### config.mk
export PLATFORM = sky130hd
export DESIGN_NAME = mode_select_fsm
export DESIGN_NICKNAME = d
export VERILOG_FILES = /design/src/rtl/mode_select_fsm.sv
export SDC_FILE = /design/constraint.sdc
export NUM_CORES = 1
export LEC_CHECK = 0
export BUFFER_PORTS_ARGS = -buffer_cell sky130_fd_sc_hd__buf_2
export CAP_MARGIN = 40
export CORE_ASPECT_RATIO = 1.1
export CORE_UTILIZATION = 50
export DETAILED_ROUTE_END_ITERATION = 8
export GPL_ROUTABILITY_DRIVEN = 0
export GPL_TIMING_DRIVEN = 0
export PLACE_DENSITY = 0.76
export SLEW_MARGIN = 25
export SYNTH_ARGS = -nofsm -noshare
export SYNTH_HDL_FRONTEND = slang
export SYNTH_SLANG_ARGS = --single-unit
### constraint.sdc
create_clock -name clk -period 4.22 [get_ports clk]
set_clock_uncertainty 0.05 [all_clocks]
set_input_delay 1.266 -clock clk [delete_from_list [all_inputs] [get_ports clk]]
set_output_delay 1.266 -clock clk [all_outputs]
set_load 0.01 [all_outputs]
### src/rtl/mode_select_fsm.sv
// Top-level game mode sequencer: picks one of NUM_MODES games from held select keys,
// debounces key release and the back key, and emits one-cycle enter/exit strobes.
module mode_select_fsm #(
  parameter  int NUM_MODES  = 2,
  parameter  int DEB_CYCLES = 16,
  localparam int MODE_W     = $clog2(NUM_MODES + 1)
) (
  input  logic                 clk,
  input  logic                 iReset,
  input  logic [NUM_MODES-1:0] iSelect,
  input  logic                 iBack,
  output logic [MODE_W-1:0]    oMode,
  output logic                 oEnter,
  output logic                 oExit,
  output logic                 oBusy
);

  localparam int CNT_W  = $clog2(DEB_CYCLES + 1);
  localparam int PEND_W = (NUM_MODES > 1) ? $clog2(NUM_MODES) : 1;
  localparam logic [CNT_W-1:0] CNT_MAX  = CNT_W'(DEB_CYCLES);
  localparam logic [CNT_W-1:0] CNT_LAST = CNT_W'(DEB_CYCLES - 1);

  typedef enum logic [1:0] {
    MENU      = 2'd0,
    SEL_WAIT  = 2'd1,
    ACTIVE    = 2'd2,
    EXIT_WAIT = 2'd3
  } state_t;

  state_t                state, state_nx;
  logic                  armed, armed_nx;
  logic [PEND_W-1:0]     pend, pend_nx;
  logic [CNT_W-1:0]      cnt, cnt_nx;
  logic [MODE_W-1:0]     mode_nx;
  logic                  enter_nx, exit_nx, busy_nx;
  logic [NUM_MODES-1:0]  pend_mask;
  logic                  sel_held;

  function automatic logic [CNT_W-1:0] sat_inc(input logic [CNT_W-1:0] c);
    return (c >= CNT_MAX) ? CNT_MAX : c + 1'b1;
  endfunction

  // Lowest set bit wins when several select keys are held together.
  function automatic logic [PEND_W-1:0] lowest_idx(input logic [NUM_MODES-1:0] v);
    logic [PEND_W-1:0] idx;
    idx = '0;
    for (int i = NUM_MODES - 1; i >= 0; i--) begin
      if (v[i]) idx = PEND_W'(i);
    end
    return idx;
  endfunction

  assign pend_mask = NUM_MODES'(1) << pend;
  assign sel_held  = |(iSelect & pend_mask);

  always_ff @(posedge clk) begin
    if (iReset) begin
      state  <= MENU;
      armed  <= 1'b0;
      pend   <= '0;
      cnt    <= '0;
      oMode  <= '0;
      oEnter <= 1'b0;
      oExit  <= 1'b0;
      oBusy  <= 1'b0;
    end else begin
      state  <= state_nx;
      armed  <= armed_nx;
      pend   <= pend_nx;
      cnt    <= cnt_nx;
      oMode  <= mode_nx;
      oEnter <= enter_nx;
      oExit  <= exit_nx;
      oBusy  <= busy_nx;
    end
  end

  always_comb begin
    state_nx = state;
    armed_nx = armed;
    pend_nx  = pend;
    cnt_nx   = cnt;
    mode_nx  = oMode;
    enter_nx = 1'b0;
    exit_nx  = 1'b0;
    case (state)
      MENU: begin
        mode_nx = '0;
        // A key still held from before the menu was entered must be released first.
        if (iSelect == '0) begin
          armed_nx = 1'b1;
        end else if (armed) begin
          pend_nx  = lowest_idx(iSelect);
          cnt_nx   = '0;
          state_nx = SEL_WAIT;
        end
      end
      SEL_WAIT: begin
        if (iBack) begin
          cnt_nx   = '0;
          state_nx = EXIT_WAIT;
        end else if (sel_held) begin
          cnt_nx = '0;
        end else if (cnt >= CNT_LAST) begin
          state_nx = ACTIVE;
          mode_nx  = MODE_W'(pend) + MODE_W'(1);
          enter_nx = 1'b1;
        end else begin
          cnt_nx = sat_inc(cnt);
        end
      end
      ACTIVE: begin
        if (iBack) begin
          cnt_nx   = '0;
          state_nx = EXIT_WAIT;
        end
      end
      EXIT_WAIT: begin
        if (iBack) begin
          cnt_nx = '0;
        end else if (cnt >= CNT_LAST) begin
          state_nx = MENU;
          mode_nx  = '0;
          exit_nx  = 1'b1;
          armed_nx = 1'b0;
        end else begin
          cnt_nx = sat_inc(cnt);
        end
      end
      default: begin
        state_nx = MENU;
        armed_nx = 1'b0;
        pend_nx  = '0;
        cnt_nx   = '0;
        mode_nx  = '0;
      end
    endcase
    busy_nx = (state_nx == SEL_WAIT) || (state_nx == EXIT_WAIT);
  end

endmodule

* After elaboration in Yosys (flattened, before gate mapping)
Cells that the tools add are included.
W data, S select, Z words.
** Word-level totals
- Register bits :: 14
- Bits of input ports :: 5
- Output and inout port bits :: 5
- Logic and storage cells :: 74
** Operators by class
- Add/sub/neg operators :: 2
- $lt $le $gt $ge :: 2
- Eq/ne operators :: 14
- Shifts and indexed selects :: 1
- Multiplexer cells :: 31
- Bitwise logic cells :: 4
- Reductions and logical operators :: 12
** Operators by type and width (count)
- $mux W5 :: 8
- $mux W2 :: 13
- $pmux W5 S4 :: 1
- $ne A2 B2 Y1 const B :: 9
- $pmux W2 S4 :: 1
- $eq A2 B2 Y1 const B :: 3
- $mux W1 :: 6
- $pmux W2 S3 :: 1
- $reduce_and A3 Y1 :: 2
- $reduce_and A6 Y1 :: 1
- $add A5 B1 Y5 const B :: 1
- $ge A5 B4 Y1 const B :: 1
- $ge A5 B5 Y1 const B :: 1
- $reduce_or A5 Y1 :: 1
- $eq A2 B1 Y1 const B :: 2
- $logic_not A2 Y1 :: 2
- $reduce_and A4 Y1 :: 1
- $not A1 Y1 :: 3
- $reduce_bool A3 Y1 :: 1
- $reduce_or A3 Y1 :: 1
- $add A1 B1 Y2 const B :: 1
- $and A2 B2 Y2 :: 1
- $pmux W1 S2 :: 1
- $reduce_bool A2 Y1 :: 1
- other kinds (3) :: 3

* Logic depth before layout (Yosys ltp)
Gate-level depths: netlist of the first run.
- Depth in word-level cells :: 8
- Mapped depth :: 6
- Gate-level depth less buffers :: 6

* Worst setup path after synthesis of the first run
OpenSTA, ideal clock, no wires.
- Path kind :: input-to-reg
- Start :: input iBack
- End :: register oMode[1]
- Setup time :: 117 ps
- Data arrival time :: 2023 ps
- Data required time :: 4053 ps
- Setup slack :: 2030 ps
- Stages :: 4
- Path buffers :: 1
- Cells stage by stage :: buf_2 -> a22o_1 -> a221o_1 -> o2bb2ai_1
** On the way
- Longest elaborated chain between the ends :: 2
- Elaborated cells on any way between the ends :: 3
- Classes of those cells :: 2 x eq/ne; 1 x reduce/logical
** RTL lines
- start, declared :: RTL line 11 : input logic iBack,
- $ne A2 B2 Y1 (no line)
- $reduce_and A6 Y1 (no line) *
- end signal, assigned :: RTL line 71 : oMode <= mode_nx;
- end, declared :: RTL line 12 : output logic [MODE_W-1:0] oMode,
Every way passes the cells marked *; elsewhere a longest branch is shown, timed or not.
A chain may end at the register's enable or synchronous reset.

==> flow_summary.toml, run 1 <==
[outcome]
outcome = "finished, final reports clean"

[die]
io_pins = 10
fp-row-count = 15
die_area_um2 = 1810
die_w_um = 40.66
die_h_um = 44.53
core_area_um2 = 1558
start_util_pct = 52.77

[finish]
final_net_count = 118
diodes = 0
post-route-util_pct = 58.47
drive_gt1_share_pct = 21.70
layout_commonest_cell = "dfxtp_1"
area_growth_pct = 10.81
final_cell_mix = "13 x dfxtp_1, 10 x inv_1, 9 x buf_2"

[logic_synthesis]
post_synth.cell_area_avg_um2 = 8.745
synth_warnings = 0
synth_nets = 105
synth_seq_cells = 13
synthCells = 94
ys_seq_area_share_pct = 31.66
ys.flop_type = "dfxtp_1"
ys_async_sr_fraction_pct = 0
netlist_area_um2 = 822.0
synth_edf_count = 0
ys_types = 38

[clock_tree]
clock_sinks = 13
htreeDepth = 1
cts_setup_buffers = 0
cts_hold_buffers = 0
clk_pin_slew_ps = 90
numCtsBuffers = 3
clkLatencyLatePin_ps = 280
ctsRootBufferMaster = "clkbuf_4"
clk_path_buf_depth = 2
cts_resized = 0
cts_tree = "done"

[route]
antenna_left = 0
drc_errors = 0
wl_per_cell_um = 13.54
vias = 730
drt_iter0_drc = 14
first_pass_iters = 4
wl_um = 1666
avgViaCountPerCell = 5.935

[power]
p_sw_uw = 137.2
sequentialPowerShare_pct = 41.5
internal_power_uw = 221.4
leakagePower_uw = 0.0003555
comb_power_share_pct = 36.6
clockPowerShare_pct = 21.9
pwr_density_cell_nw_per_um2 = 393.7
ir_drop_v = 0.0002130
swShare_pct = 38.26

[critical_path]
regToRegSetupSlack_ps = 2460
start_kind = "flip-flop"
slowest_delay_ps = 450
end_kind = "primary output"
path_buf_inv = 1
critPathSlowestCell = "dfxtp_1"
critPathKind = "reg2out"
path_delay_family = "flip-flops"
worstPathCellList = "buf_2"
crit_path_max_fanout = 7
arrival_ps = 890
required_ps = 2900

[global_routing]
grt_pass1_wl_um = 2601
grt_use_total_pct = 21.12
grt_pass1_vias = 632
antenna_found_initial = 0
grt-ovfl-total = 0
grt_max_degree = 11

[worst_hold_path]
hp-class = "reg2reg"

[sta]
rsz0062_at_grt = "no"
relSlewSlack_pct = 76.05
hold_viol_final = 0
fin_ws_ps = 2015
tightestPinTransition_ps = 359.2
drv_slew = 0
setup_violations = 0
fmax_ghz = 0.4535
fin_setup_tns_ps = 0
post-route-period-util_pct = 52.25
min_period_ps = 2205

[placement]
dp_slack_ps = 1821
place_hpwl_um = 1266
numPortBuffers = 8

[run]
drv_cap = 0
## power by group through the flow
stage / Sequential (uW) / Clock [uW] / Combinational [uW]
after floorplan: 149 / 0 / 102
after global placement: 150 / 0 / 127
after detailed placement: 151 / 0 / 130
after CTS: 148 / 81.3 / 131
after global routing: 151 / 88.3 / 144
final: 149 / 78.7 / 131
## synthesized netlist by cell type (2+ instances only)
library cell	count	share of area, %
a21oi_1	6	3.7
a31oi_1	3	2.3
dfxtp_1	13	32
ha_1	6	9.1
inv_1	10	4.6
nand2_1	3	1.4
nand3_1	6	3.7
nor2_1	3	1.4
nor2b_1	4	3.0
nor3_1	4	2.4
o21ai_0	5	3.0
o21ai_1	4	2.4
o2bb2ai_1	2	2.1
## cell type report
class,instances,area [um2]
tap,17,21.27
timing repair buffer,8,40.04
inverter,11,41.29
clock inverter,1,5.005
fill,149,646.9
multi-input combinational,68,511.7
sequential,13,260.3
buffer,2,8.758
clock buffer,3,22.52
## metal layers
metal	global-route usage, %	part of all wire, %
met3	6.030	4.0
met5	0	0
met1	26.38	48
met4	10.67	1.7
met2	32.06	47
## stage by stage
stage	instances	cell area (um2)	total power, uW	hold WS, ps
after global routing	123	910.9	383.0	497.8
after floorplan	94	822.0	251.5	431.5
after CTS	123	910.9	360.2	477.2
final	123	910.9	358.6	473.4
after detailed placement	119	883.3	280.8	465.6
after global placement	119	883.3	276.7	460.6
## cell families after synthesis
logic type | after synthesis | share of synthesized area [%]
AOI/OAI and AO/OA | 35 | 33.49
adders and majority gates | 6 | 9.132
buffers and inverters | 13 | 6.087
DFF | 13 | 31.66
muxes | 2 | 3.044
and+or+nand+nor | 25 | 16.59
## final timing paths
check / start / to / cells after the start
min reg2reg: pend$_SDFFE_PP0P_ / oMode[1]$_SDFFE_PP0P_ / 2
min: pend$_SDFFE_PP0P_ / oMode[1]$_SDFFE_PP0P_ / 2
max: flip-flop / oBusy / 1
max reg2reg: flip-flop / cnt[3]$_SDFFE_PP0P_ / 6
Power figures use the tool's default switching activity.
==> run 2, diff against run 1 <==
- PLACE_DENSITY: 0.76 -> 0.79
- clock period: 4.22 -> 1.8 ns (I/O delays scaled with it)
==> run 2 against run 1 <==
Against the previous run:
- count of clock-buffer cells in the layout up 1
- sequential power up 130%
- via count increased by 2.6%
- largest power group unchanged
- cell area stayed put
- flip-flop and latch count did not move
- sequential share of layout area rose by 0.14 points
- global-route usage rose by 2.3 points
- highest routed layer unchanged
==> flow_summary.toml, run 2 (same netlist as run 1, synthesis figures left out) <==
[global_routing]
grt-ovfl-total = 0
grt_max_degree = 11
grt_use_total_pct = 23.45
antenna_found_initial = 0
grt_pass1_wl_um = 2891
grt_pass1_vias = 703

[sta]
fmax_ghz = 0.5918
rsz0062_at_grt = "no"
fin_ws_ps = 110.3
drv_slew = 0
fin_setup_tns_ps = 0
hold_viol_final = 0
relSlewSlack_pct = 72.74
post-route-period-util_pct = 93.87
min_period_ps = 1690
setup_violations = 0
tightestPinTransition_ps = 408.8

[critical_path]
slowest_delay_ps = 360
worst_r2r_endpoint = "cnt[2]$_SDFFE_PP0P_"
regToRegSetupSlack_ps = 110
end_kind = "flip-flop"
worstPathCellList = "inv_1, ha_1, inv_1, o21ai_1, o311ai_4, a311oi_2"
required_ps = 1950
crit_path_max_fanout = 8
arrival_ps = 1840
start_kind = "flip-flop"
r2r_cells = 6
critPathKind = "reg2reg"
critPathSlowestCell = "dfxtp_2"
critPathMostFrequentCell = "inv_1"
path_buf_inv = 2
path_delay_family = "compound AO/OA/AOI/OAI gates"

[finish]
diodes = 0
final_net_count = 118
fin_cells = 123
multi_input_area_um2 = 511.7
final_cell_mix = "12 x dfxtp_1, 10 x inv_1, 9 x buf_2"
n_fill_cell = 139
area_growth_pct = 10.81
seq_area_um2 = 261.5
layout_commonest_cell = "dfxtp_1"
drive_gt1_share_pct = 21.70
post-route-util_pct = 58.47

[die]
start_util_pct = 52.77
core_area_um2 = 1558
fp-row-count = 15
io_pins = 10
die_w_um = 40.66
die_h_um = 44.53
die_area_um2 = 1810

[route]
drc_errors = 0
first_pass_iters = 4
vias = 749
antenna_left = 0
wl_per_cell_um = 14.48
wl_um = 1781
drt_iter0_drc = 16
avgViaCountPerCell = 6.089

[worst_hold_path]
hold_end = "pend$_SDFFE_PP0P_"
min-delay-start = "armed$_SDFFE_PP0P_"
whs_path_depth = 1
hp-class = "reg2reg"

[power]
leakagePower_uw = 0.0003534
ir_drop_v = 0.0005398
pwr_density_cell_nw_per_um2 = 921.8

[placement]
dp_slack_ps = 16.69
dp.cells = 119
place_hpwl_um = 1358
numPortBuffers = 8

[clock_tree]
cts_setup_buffers = 0
cts_tree = "done"
cts_hold_buffers = 0
clkLatencyLatePin_ps = 280
clk_path_buf_depth = 2
htreeDepth = 1
ctsRootBufferMaster = "clkbuf_4"
numCtsBuffers = 3
clk_pin_slew_ps = 80
clock_sinks = 13
cts_resized = 0

[outcome]
outcome = "finished, final reports clean"

[run]
drv_cap = 0
run 2: changes by cell type in the layout (fill, tap and decap cells not counted):
| cell | before | now |
|---|---|---|
| dfxtp_2 | 0 | 1 |
| clkinv_2 | 1 | 0 |
| clkbuf_1 | 1 | 2 |
| dfxtp_1 | 13 | 12 |
run 2: stage by stage:
step	power, uW	hold WS, ps	instance area (um2)
after CTS	840.1	476.3	909.6
after detailed placement	656.0	465.5	883.3
after floorplan	589.6	431.5	822.0
after global placement	647.4	461.6	883.3
final	839.7	481.8	910.9
after global routing	900.5	487.8	910.9
run 2: worst max-delay path by stage:
stage               startpoint             endpoint  slack (ps)  depth (start not counted)
finish               flip-flop  cnt[2]$_SDFFE_PP0P_         110                          6
CTS                  flip-flop  cnt[3]$_SDFFE_PP0P_          10                          6
global route         flip-flop  cnt[2]$_SDFFE_PP0P_          10                          6
global placement     flip-flop  cnt[3]$_SDFFE_PP0P_          90                          6
detailed placement   flip-flop  cnt[3]$_SDFFE_PP0P_          20                          6
floorplan            flip-flop  cnt[3]$_SDFFE_PP0P_         180                          6
run 2: area by class of cell:
class | count | share of cell area, %
multi-input cells | 68 | 56.18
flip-flops and latches | 13 | 28.71
inverters | 11 | 4.533
repair buffers | 8 | 4.396
clock buffers | 4 | 2.885
well taps | 17 | 2.335
plain buffers | 2 | 0.9615
run 2: per-layer routing:
| metal | track usage [%] | vias up | wire length (um) |
|---|---|---|---|
| met5 | 0 | - | 0 |
| met4 | 11.33 | 0 | 25 |
| met3 | 6.030 | 4 | 104 |
| met2 | 38.10 | 28 | 885 |
| met1 | 27.52 | 344 | 764 |
| li1 | - | 373 | - |
run 2: report_power, final:
part | switching (uW) | internal (uW)
sequential | 36.6 | 313
combinational | 180 | 124
clock | 99.2 | 86.1
==> run 3, diff against run 2 <==
- PLACE_DENSITY: 0.79 -> 0.82
==> run 3 against run 2 <==
Against the previous run:
- routed wire length up 1.1%
- via count up 2.7%
- register-to-register slack better by 50 ps
- sequential share of layout area down 0.43 points
- cell area up 1.5%
==> flow_summary.toml, run 3 (same netlist as run 1, synthesis figures left out) <==
[power]
pwr_density_cell_nw_per_um2 = 938.6
leakagePower_uw = 0.0003540
p_total_uw = 867.8
ir_drop_v = 0.0005297

[sta]
tightestPinTransition_ps = 369.8
rsz0062_at_grt = "no"
post-route-period-util_pct = 91.01
whs_ps = 481.6
fin_ws_ps = 161.9
fmax_ghz = 0.6105
setup_violations = 0
relSlewSlack_pct = 75.35
min_period_ps = 1638
hold_viol_final = 0
drv_slew = 0
fin_setup_tns_ps = 0

[run]
drv_cap = 0

[global_routing]
grt_pass1_vias = 639
antenna_found_initial = 0
grtUsageMet1_pct = 25.61
grt-ovfl-total = 0
grt_max_degree = 11
grt_use_total_pct = 21.76
grt_busiest_layer = "met2"
grt.met3_usage_pct = 9.548
grt_pass1_wl_um = 2615
use_met2_pct = 31.43

[worst_hold_path]
hp-class = "in2reg"
min-delay-start = "iSelect[0]"
whs_path_depth = 2

[clock_tree]
ctsRootBufferMaster = "clkbuf_4"
htreeDepth = 1
clk_pin_slew_ps = 80
cts_resized = 0
cts_setup_buffers = 0
numCtsBuffers = 3
clock_sinks = 13
clk_path_buf_depth = 2
cts_hold_buffers = 0
cts_tree = "done"
clkLatencyLatePin_ps = 290

[route]
drc_errors = 0
antenna_left = 0
avgViaCountPerCell = 6.252
wl_per_cell_um = 14.63
first_pass_iters = 4
drt_iter0_drc = 31
vias = 769
wl_um = 1800

[die]
start_util_pct = 52.77
die_h_um = 44.53
fp-row-count = 15
core_area_um2 = 1558
io_pins = 10
die_w_um = 40.66
die_area_um2 = 1810

[finish]
layout_commonest_cell = "dfxtp_1"
final_net_count = 118
diodes = 0
final_cell_mix = "12 x dfxtp_1, 10 x inv_1, 9 x buf_2"
drive_gt1_share_pct = 22.64
area_growth_pct = 12.48

[critical_path]
critPathKind = "reg2reg"
path_buf_inv = 2
slowest_delay_ps = 390
critPathSlowestCell = "dfxtp_2"
critPathMostFrequentCell = "inv_1"
worstPathCellList = "inv_1, ha_1, inv_1, o22ai_2, o311ai_4, nor2_1"
arrival_ps = 1760
r2r_cells = 6
crit_path_max_fanout = 7
worstSetupPathDepth = 6
required_ps = 1920
start_kind = "flip-flop"
end_kind = "flip-flop"
path_delay_family = "compound AO/OA/AOI/OAI gates"

[placement]
dp_slack_ps = 36.47
numPortBuffers = 8
place_hpwl_um = 1251

[outcome]
outcome = "finished, final reports clean"
run 3: per-layer routing:
metal  vias to the layer above  wire length (um)
li1                        374                 -
met1                       352               787
met2                        35               848
met3                         8                99
met4                         0                64
met5                         -                 0
run 3: area by class of cell:
class | instances | area, um2
Buffer | 2 | 8.758
Clock buffer | 4 | 26.28
Sequential cell | 13 | 261.5
Fill cell | 125 | 633.1
Tap cell | 17 | 21.27
Multi-Input combinational cell | 68 | 525.5
Timing Repair Buffer | 8 | 40.04
Inverter | 11 | 41.29
run 3: worst reg2reg max path: stages, from the launching register on:
cell      delay [ps]
dfxtp_2          390
inv_1            100
ha_1             230
inv_1            170
o22ai_2          140
o311ai_4         340
nor2_1            90
run 3: where the power goes:
| group | internal, uW | total [uW] | leakage [uW] | switching (uW) |
|---|---|---|---|---|
| Combinational | 135 | 326 | 0.000233 | 192 |
| Sequential | 313 | 352 | 0.000106 | 38.4 |
| Clock | 86.3 | 190 | 0.0000150 | 103 |
run 3: path summary, 6_finish.rpt:
path                          to  slack (ps)
min reg2reg  cnt[4]$_SDFFE_PP0P_         490
max          cnt[3]$_SDFFE_PP0P_         160
min            pend$_SDFFE_PP0P_         480
max reg2reg  cnt[3]$_SDFFE_PP0P_         160
run 3: per-stage QoR:
step / instances / util, % / cell area (um2)
after floorplan: 94 / - / 822.0
after global placement: 119 / 56.71 / 883.3
after detailed placement: 119 / 56.71 / 883.3
after CTS: 123 / 58.39 / 909.6
after global routing: 123 / 59.36 / 924.6
final: 123 / 59.36 / 924.6
